$ cat config.mk
export PLATFORM = sky130hd
export DESIGN_NAME = oam_dma_engine
export DESIGN_NICKNAME = d
export VERILOG_FILES = /design/src/rtl/oam_dma_engine.sv
export SDC_FILE = /design/constraint.sdc
export NUM_CORES = 1
export LEC_CHECK = 0
export ABC_CLOCK_PERIOD_IN_PS = 2250
export BUFFER_PORTS_ARGS = -buffer_cell sky130_fd_sc_hd__buf_2
export CORE_MARGIN = 2
export CORE_UTILIZATION = 49
export CTS_CLUSTER_SIZE = 20
export DETAILED_ROUTE_END_ITERATION = 10
export PLACE_DENSITY = 0.82
export SYNTH_ARGS = -nofsm -noshare
export SYNTH_HDL_FRONTEND = slang
export SYNTH_SLANG_ARGS = --single-unit
$ cat constraint.sdc
create_clock -name clk -period 2.25 [get_ports clk]
set_clock_uncertainty 0.1 [all_clocks]
set_input_delay 0.1125 -clock clk [delete_from_list [all_inputs] [get_ports clk]]
set_output_delay 0.1125 -clock clk [all_outputs]
set_load 0.02 [all_outputs]
$ cat src/rtl/oam_dma_engine.sv
// rtl/oam_dma_engine.sv - sprite-table DMA: halts the CPU and copies one page to a fixed write port
module oam_dma_engine #(
   parameter int                ADDR_W    = 16,
   parameter int                DATA_W    = 8,
   parameter int                XFER_LEN  = 256,
   parameter logic [ADDR_W-1:0] TRIG_ADDR = 16'h4014,
   parameter logic [ADDR_W-1:0] DEST_ADDR = 16'h2004
) (
   input  logic              clk,
   input  logic              reset,
   input  logic [ADDR_W-1:0] cpu_addr,
   input  logic              cpu_we,
   input  logic [DATA_W-1:0] cpu_do,
   input  logic [DATA_W-1:0] bus_di,
   output logic [ADDR_W-1:0] bus_addr,
   output logic              bus_we,
   output logic [DATA_W-1:0] bus_do,
   output logic              cpu_rdy,
   output logic              dma_active,
   output logic              dma_done
);

   localparam int IDX_W = $clog2(XFER_LEN + 1);

   localparam logic [2:0] ST_IDLE  = 3'd0;
   localparam logic [2:0] ST_HALT  = 3'd1;
   localparam logic [2:0] ST_ALIGN = 3'd2;
   localparam logic [2:0] ST_READ  = 3'd3;
   localparam logic [2:0] ST_WRITE = 3'd4;

   logic [2:0]        state;
   logic              parity;
   logic [IDX_W-1:0]  index;
   logic [7:0]        page;
   logic [DATA_W-1:0] data_q;
   logic              done_q;

   logic              trigger;
   logic [IDX_W-1:0]  index_inc;
   logic [ADDR_W-1:0] src_addr;

   assign trigger   = (state == ST_IDLE) && cpu_we && (cpu_addr == TRIG_ADDR);
   assign index_inc = index + 1'b1;
   assign src_addr  = ADDR_W'({page, 8'h00}) + ADDR_W'(index);

   always_ff @(posedge clk) begin
      if (reset) begin
         state  <= ST_IDLE;
         parity <= 1'b0;
         index  <= '0;
         page   <= '0;
         data_q <= '0;
         done_q <= 1'b0;
      end else begin
         parity <= ~parity;
         done_q <= 1'b0;
         case (state)
            ST_IDLE: begin
               if (trigger) begin
                  page  <= cpu_do[7:0];
                  index <= '0;
                  state <= ST_HALT;
               end
            end
            // parity 1 here means the next cycle is a get cycle, so reads start immediately
            ST_HALT:  state <= parity ? ST_READ : ST_ALIGN;
            ST_ALIGN: state <= ST_READ;
            ST_READ: begin
               data_q <= bus_di;
               state  <= ST_WRITE;
            end
            ST_WRITE: begin
               index <= index_inc;
               if (index_inc < IDX_W'(XFER_LEN)) begin
                  state <= ST_READ;
               end else begin
                  state  <= ST_IDLE;
                  done_q <= 1'b1;
               end
            end
            default: state <= ST_IDLE;
         endcase
      end
   end

   always_comb begin
      bus_addr = cpu_addr;
      bus_we   = cpu_we;
      bus_do   = cpu_do;
      case (state)
         ST_HALT, ST_ALIGN: bus_we = 1'b0;
         ST_READ: begin
            bus_addr = src_addr;
            bus_we   = 1'b0;
         end
         ST_WRITE: begin
            bus_addr = DEST_ADDR;
            bus_we   = 1'b1;
            bus_do   = data_q;
         end
         default: ;
      endcase
   end

   assign cpu_rdy    = (state == ST_IDLE);
   assign dma_active = ~cpu_rdy;
   assign dma_done   = done_q;

endmodule

==> results.ini, run 1 <==
[status]
status=finished clean

[sta]
clock.fmax_mhz=488
timing.final.crit_share=0.911
setup_repair_after_global_routing_missed_its_margin=no
timing.final.setup_violations=0
max_slew_margin=0.605
postLayoutSetupSlackWorst_ns=0.200
finalSetupTns_ns=0
max_slew_vio_count=0
hold_violations_final=0
period_minus_slack_ns=2.05
tightestPinTransition_ns=0.592

[clocking]
cts.htree.levels=2
cts_buffer_depth=2
resized_cells_post_cts=0
tritoncts.num_buffers=5
clock_sinks=30
clk_latency_ns=0.33
clk_root_buffer_cell=sky130_fd_sc_hd__clkbuf_4
cts.hold.buffers_added=16
post-cts-setup-buffers=0
clk_pin_slew_ns=0.10
tritoncts=yes

[floorplanning]
core_um2=3390
floorplan.initialDensity=0.514
placement_rows=21
die_height_um=63.6
dieArea_um2=4050
die_w_um=63.6
floorplan.io_pins=63

[final_layout]
final_util=0.678
syn_to_layout_area_delta_pct=31.9
antenna-diode-count=0
drive_above_1_share=0.253
design.final.nets=345
layout_commonest_cell=sky130_fd_sc_hd__buf_2
top_library_cells_by_usage_in_the_layout_fill_and_taps_aside=62 x sky130_fd_sc_hd__buf_2, 55 x sky130_fd_sc_hd__nand2_1, 30 x sky130_fd_sc_hd__dfxtp_1, 22 x sky130_fd_sc_hd__a21oi_1, 16 x sky130_fd_sc_hd__dlygate4sd3_1

[drt]
wl_per_cell_um=13.9
antenna_violating_nets_post_route=0
avgViaCountPerCell=5.63
drt_first_pass_iters=5
wl_mm=4.92
drc=0
num_vias=1994
initialDrtViolationCount=159

[logic_synthesis]
synth_cells=233
synth.mux.area_fraction=0
synth_edf_count=0
synth_top_family_by_area=simple AND/OR/NAND/NOR gates
synthSimpleGateAreaFrac=0.332
number_of_flip_flops_and_latches_in_the_synthesized_netlist=30
yosys.area_share.adder=0.0273
synth_fp_nets=271
synth-seq-area-share=0.345
async_reset_ff_frac=0
synthDistinctLibCells=38
synth_compound_area_frac=0.200
post_synthesis_instance_area_um2=1740
syn_avg_cell_area_um2=7.48
yosys_warnings=0
synth-main-ff-cell=sky130_fd_sc_hd__dfxtp_1
yosys.area_share.xor_xnor=0.0452

[grt]
antenna_found_initial=0
grt_pass1_vias=1773
overall_fraction_of_global_route_tracks_in_use=0.255
grt_first_pass_wirelength_mm=8.10
globalRouteOverflowTotal=0
grt_max_degree=35

[power_and_ir_drop]
switching_power_uw=355
power.switching_fraction=0.308
leakagePower_nw=0.968
p_total_mw=1.15
p_per_area_nw_per_um2=501
irDropWorstVdd_mv=0.345
power.sequential.fraction=0.479
power.internal_uw=797
power.share.combinational=0.231
p_clk_frac=0.290

[placement]
place_ws_ns=0.414
gp_congestion=0.860
buffer_ports.inserted=62
detailedPlacementHpwl_mm=3.39

[worst_setup_path]
critical_path.slowest_cell=sky130_fd_sc_hd__dfxtp_1
worst-path-buf-inv=2
critical_path.max_stage_delay_ns=0.49
worstPathMaxFanout=14
timing.setup.critical_path_class=register to output pin
critical_path.cell_chain=nor3b_2 > nor2_1 > buf_4 > a22o_1 > buf_2
critical_path.endpoint_type=output pin
critical_path.top_delay_family=flip-flops
timing.critical_path.arrival_ns=1.84
rrSetupSlack_ns=0.43
cp.required_ns=2.04
setup.worst_path.start_class=register

[min_path]
hold_class=primary input to register

[run]
drv.max_cap_violation_count=0

## metrics by stage
step                      instance area [um^2]  hold slack [ns]  std cells
after global routing                      2300            0.186        354
after floorplan                           1740            0.148        233
final                                     2300            0.164        354
after detailed placement                  2080            0.258        330
after CTS                                 2300            0.149        354
after global placement                    2080            0.254        330
## final timing paths
| path | startpoint | endpoint | cells past startpoint |
|---|---|---|---|
| worst max-delay path | state[2] | bus_addr[3] | 5 |
| worst min-delay path | cpu_addr[12] | index[0] | 5 |
| worst max register to register | state[2] | index[7] | 4 |
| worst min register to register | parity | parity | 1 |
## logic make-up (layout without fill, tap and decap cells)
group / Yosys count / after routing
xor+xnor: 9 / 9
buf+inv: 19 / 94
simple gates: 115 / 115
fa+ha+maj: 4 / 4
compound gates: 56 / 56
flops: 30 / 30
## worst register-to-register path, delay by kind of cell (launching register included)
kind,cells,cell delay (ns)
AOI/OAI and AO/OA,1,0.08
and+or+nand+nor,3,1.09
DFF,1,0.49
## layout make-up
type,count,area (um^2)
inverters,1,3.75
repair buffers,85,523
well taps,46,57.6
clock buffers,7,55.1
multi-input cells,184,1050
clock inverters,1,5.00
fillers,291,1090
flip-flops and latches,30,601
## state kept, by name, indices dropped and copies added, names as in the netlist
name	count
data_q	8
state	3
index	9
dma_done	1
parity	1
page	8
## Yosys cell counts, types with 2 or more instances
library cell	instances	area, um^2
sky130_fd_sc_hd__or3_1	4	25.0
sky130_fd_sc_hd__nor2_1	9	33.8
sky130_fd_sc_hd__o311ai_0	2	17.5
sky130_fd_sc_hd__a211oi_1	2	15.0
sky130_fd_sc_hd__clkbuf_1	12	45.0
sky130_fd_sc_hd__nor3_1	6	30.0
sky130_fd_sc_hd__xnor2_1	4	35.0
sky130_fd_sc_hd__ha_1	3	37.5
sky130_fd_sc_hd__nor2b_1	2	12.5
sky130_fd_sc_hd__and3_1	2	12.5
sky130_fd_sc_hd__nor4b_1	2	17.5
sky130_fd_sc_hd__dfxtp_1	30	601
sky130_fd_sc_hd__xor2_1	5	43.8
sky130_fd_sc_hd__buf_2	3	15.0
sky130_fd_sc_hd__a22o_1	9	78.8
sky130_fd_sc_hd__or4_1	3	22.5
sky130_fd_sc_hd__a21oi_1	22	110
sky130_fd_sc_hd__nand2_1	55	206
sky130_fd_sc_hd__nand3b_1	3	22.5
sky130_fd_sc_hd__nor3b_1	2	15.0
sky130_fd_sc_hd__o31ai_1	8	60.1
sky130_fd_sc_hd__nand3_1	7	35.0
sky130_fd_sc_hd__nand4_1	12	75.1
sky130_fd_sc_hd__o21ai_0	12	60.1
## power groups by stage
stage	Combinational [mW]	Sequential (mW)	Clock, mW
2_1_floorplan	0.160	0.553	0
4_1_cts	0.262	0.552	0.341
5_1_grt	0.288	0.554	0.368
3_3_place_gp	0.238	0.563	0
3_5_place_dp	0.240	0.564	0
6_report	0.266	0.552	0.334
## per-layer routing
metal / global-route usage / vias up / share of wire
met1: 0.314 / 900 / 0.42
met4: 0.0842 / 0 / 0.017
li1: - / 986 / -
met3: 0.0536 / 8 / 0.080
met5: 0 / - / 0
met2: 0.439 / 100 / 0.48
(Power assumes the default switching activity.)
==> run 2: changes to the inputs <==
Settings changed: ABC_CLOCK_PERIOD_IN_PS 2250 to 2000, GPL_TIMING_DRIVEN from default to 1.
Clock period 2.25 ns to 2 ns, I/O delays scaled along.
==> run 2 against run 1 <==
  * Global-route usage up 0.26 points
  * Worst setup slack worse by 0.15 ns
  * Die area unchanged
  * Clock-buffer cell count down 1
  * Cell count up 0.56%
  * Largest cell class unchanged
  * Largest power group unchanged
==> results.ini, run 2 (synthesis results as in run 1) <==
[status]
status=finished clean

[sta]
clock.fmax_mhz=513
timing.final.setup_violations=0
max_slew_vio_count=0
period_minus_slack_ns=1.95
timing.final.crit_share=0.975
hold_violations_final=0
setup_repair_after_global_routing_missed_its_margin=yes
finalSetupTns_ns=0
tightestPinTransition_ns=0.571
postLayoutSetupSlackWorst_ns=0.0501
max_slew_margin=0.619

[min_path]
hold_class=primary input to register

[floorplanning]
floorplan.io_pins=63
dieArea_um2=4050
floorplan.initialDensity=0.514
die_height_um=63.6
core_um2=3390
placement_rows=21
die_w_um=63.6

[clocking]
clk_latency_ns=0.33
cts.htree.levels=2
clk_root_buffer_cell=sky130_fd_sc_hd__clkbuf_4
clock_sinks=30
tritoncts.num_buffers=5
clk_pin_slew_ns=0.09
post-cts-setup-buffers=0
tritoncts=yes
cts_buffer_depth=2

[final_layout]
largest_reg_flops=9
layout_commonest_cell=sky130_fd_sc_hd__buf_2
antenna-diode-count=0
largestRegisters=index: 9 flops, data_q: 8 flops, page: 8 flops
final_util=0.694
largest_register=index
drive_above_1_share=0.290
syn_to_layout_area_delta_pct=35.0
design.final.nets=349
n_fill_cell=288
top_library_cells_by_usage_in_the_layout_fill_and_taps_aside=61 x sky130_fd_sc_hd__buf_2, 55 x sky130_fd_sc_hd__nand2_1, 26 x sky130_fd_sc_hd__dfxtp_1, 22 x sky130_fd_sc_hd__a21oi_1, 16 x sky130_fd_sc_hd__dlygate4sd3_1

[power_and_ir_drop]
p_per_area_nw_per_um2=545
leakagePower_nw=0.984
irDropWorstVdd_mv=0.340
p_total_mw=1.28

[grt]
antenna_found_initial=0
grt_first_pass_wirelength_mm=8.18
grt_pass1_vias=1805
globalRouteOverflowTotal=0
overall_fraction_of_global_route_tracks_in_use=0.257
grt_max_degree=35

[worst_setup_path]
timing.critical_path.arrival_ns=1.75
setup.worst_path.start_class=register
critical_path.slowest_cell=sky130_fd_sc_hd__dfxtp_2
cp.required_ns=1.80
critical_path.cell_chain=ha_1 > nand3_1 > nor2_1 > xnor2_1 > o211ai_1 > buf_2
critical_path.endpoint_type=output pin
worstPathMaxFanout=5
timing.setup.critical_path_class=register to output pin
critical_path.max_stage_delay_ns=0.38

[placement]
detailedPlacementHpwl_mm=3.38
buffer_ports.inserted=62
gp_congestion=0.911
place_ws_ns=0.209

[drt]
drc=0
wl_per_cell_um=13.7
initialDrtViolationCount=149
wl_mm=4.88
antenna_violating_nets_post_route=0
avgViaCountPerCell=5.56
drt_first_pass_iters=7
num_vias=1980

[run]
drv.max_cap_violation_count=0

[run 2: cell count changes in the layout (fill, tap and decap cells not counted), sizes merged]
cell / change
buf: +4
clkbuf: -1
clkinv: -1
[run 2: repair_timing]
action | in CTS | in global routing
gates resized for setup | 1 | 11
gates cloned | 0 | 0
hold buffers | 16 | 0
hold endpoints to repair | 16 | 0
endpoints found under the setup margin | 2 | 22
[run 2: worst paths after layout]
kind                 start  cells past startpoint  slack, ns            to
setup / recovery  index[8]                      6       0.05  bus_addr[13]
hold / removal       reset                      2       0.14        parity
setup reg to reg  index[0]                      5       0.30      state[0]
hold reg to reg     parity                      1       0.32        parity
[run 2: report_power, final]
group          leakage, nW  switching [mW]  internal, mW  total [mW]
Combinational        0.710           0.181         0.122       0.303
Sequential           0.244          0.0168         0.607       0.624
Clock               0.0302           0.198         0.158       0.356
[run 2: metrics by stage]
stage	hold slack, ns	cells	area [um^2]
2_1_floorplan	0.136	233	1740
3_3_place_gp	0.242	334	2110
3_5_place_dp	0.247	334	2110
4_1_cts	0.140	356	2320
5_1_grt	0.170	356	2350
6_report	0.140	356	2350
[run 2: per-layer routing]
layer / part of all wire / track usage / wire (um) / up-vias
li1: - / - / - / 993
met1: 0.43 / 0.325 / 2120 / 890
met2: 0.48 / 0.433 / 2330 / 89
met3: 0.077 / 0.0607 / 376 / 8
met4: 0.012 / 0.0788 / 60 / 0
met5: 0 / 0 / 0 / -
[run 2: worst max-delay path, delay by kind of cell (launching register included)]
family	cells	cell delay, ns
AO/OA/AOI/OAI	1	0.21
XOR/XNOR	1	0.10
adder cells (fa/ha/maj)	1	0.18
buffers and inverters	1	0.21
flip-flops	1	0.38
AND/OR/NAND/NOR	2	0.35
[run 2: cell type report]
cell class,instances,area (um^2),share of cell area
Timing Repair Buffer,89,556,0.236
Sequential cell,30,606,0.257
Multi-Input combinational cell,184,1080,0.459
Inverter,1,3.75,0.00160
Clock buffer,6,51.3,0.0218
Tap cell,46,57.6,0.0245
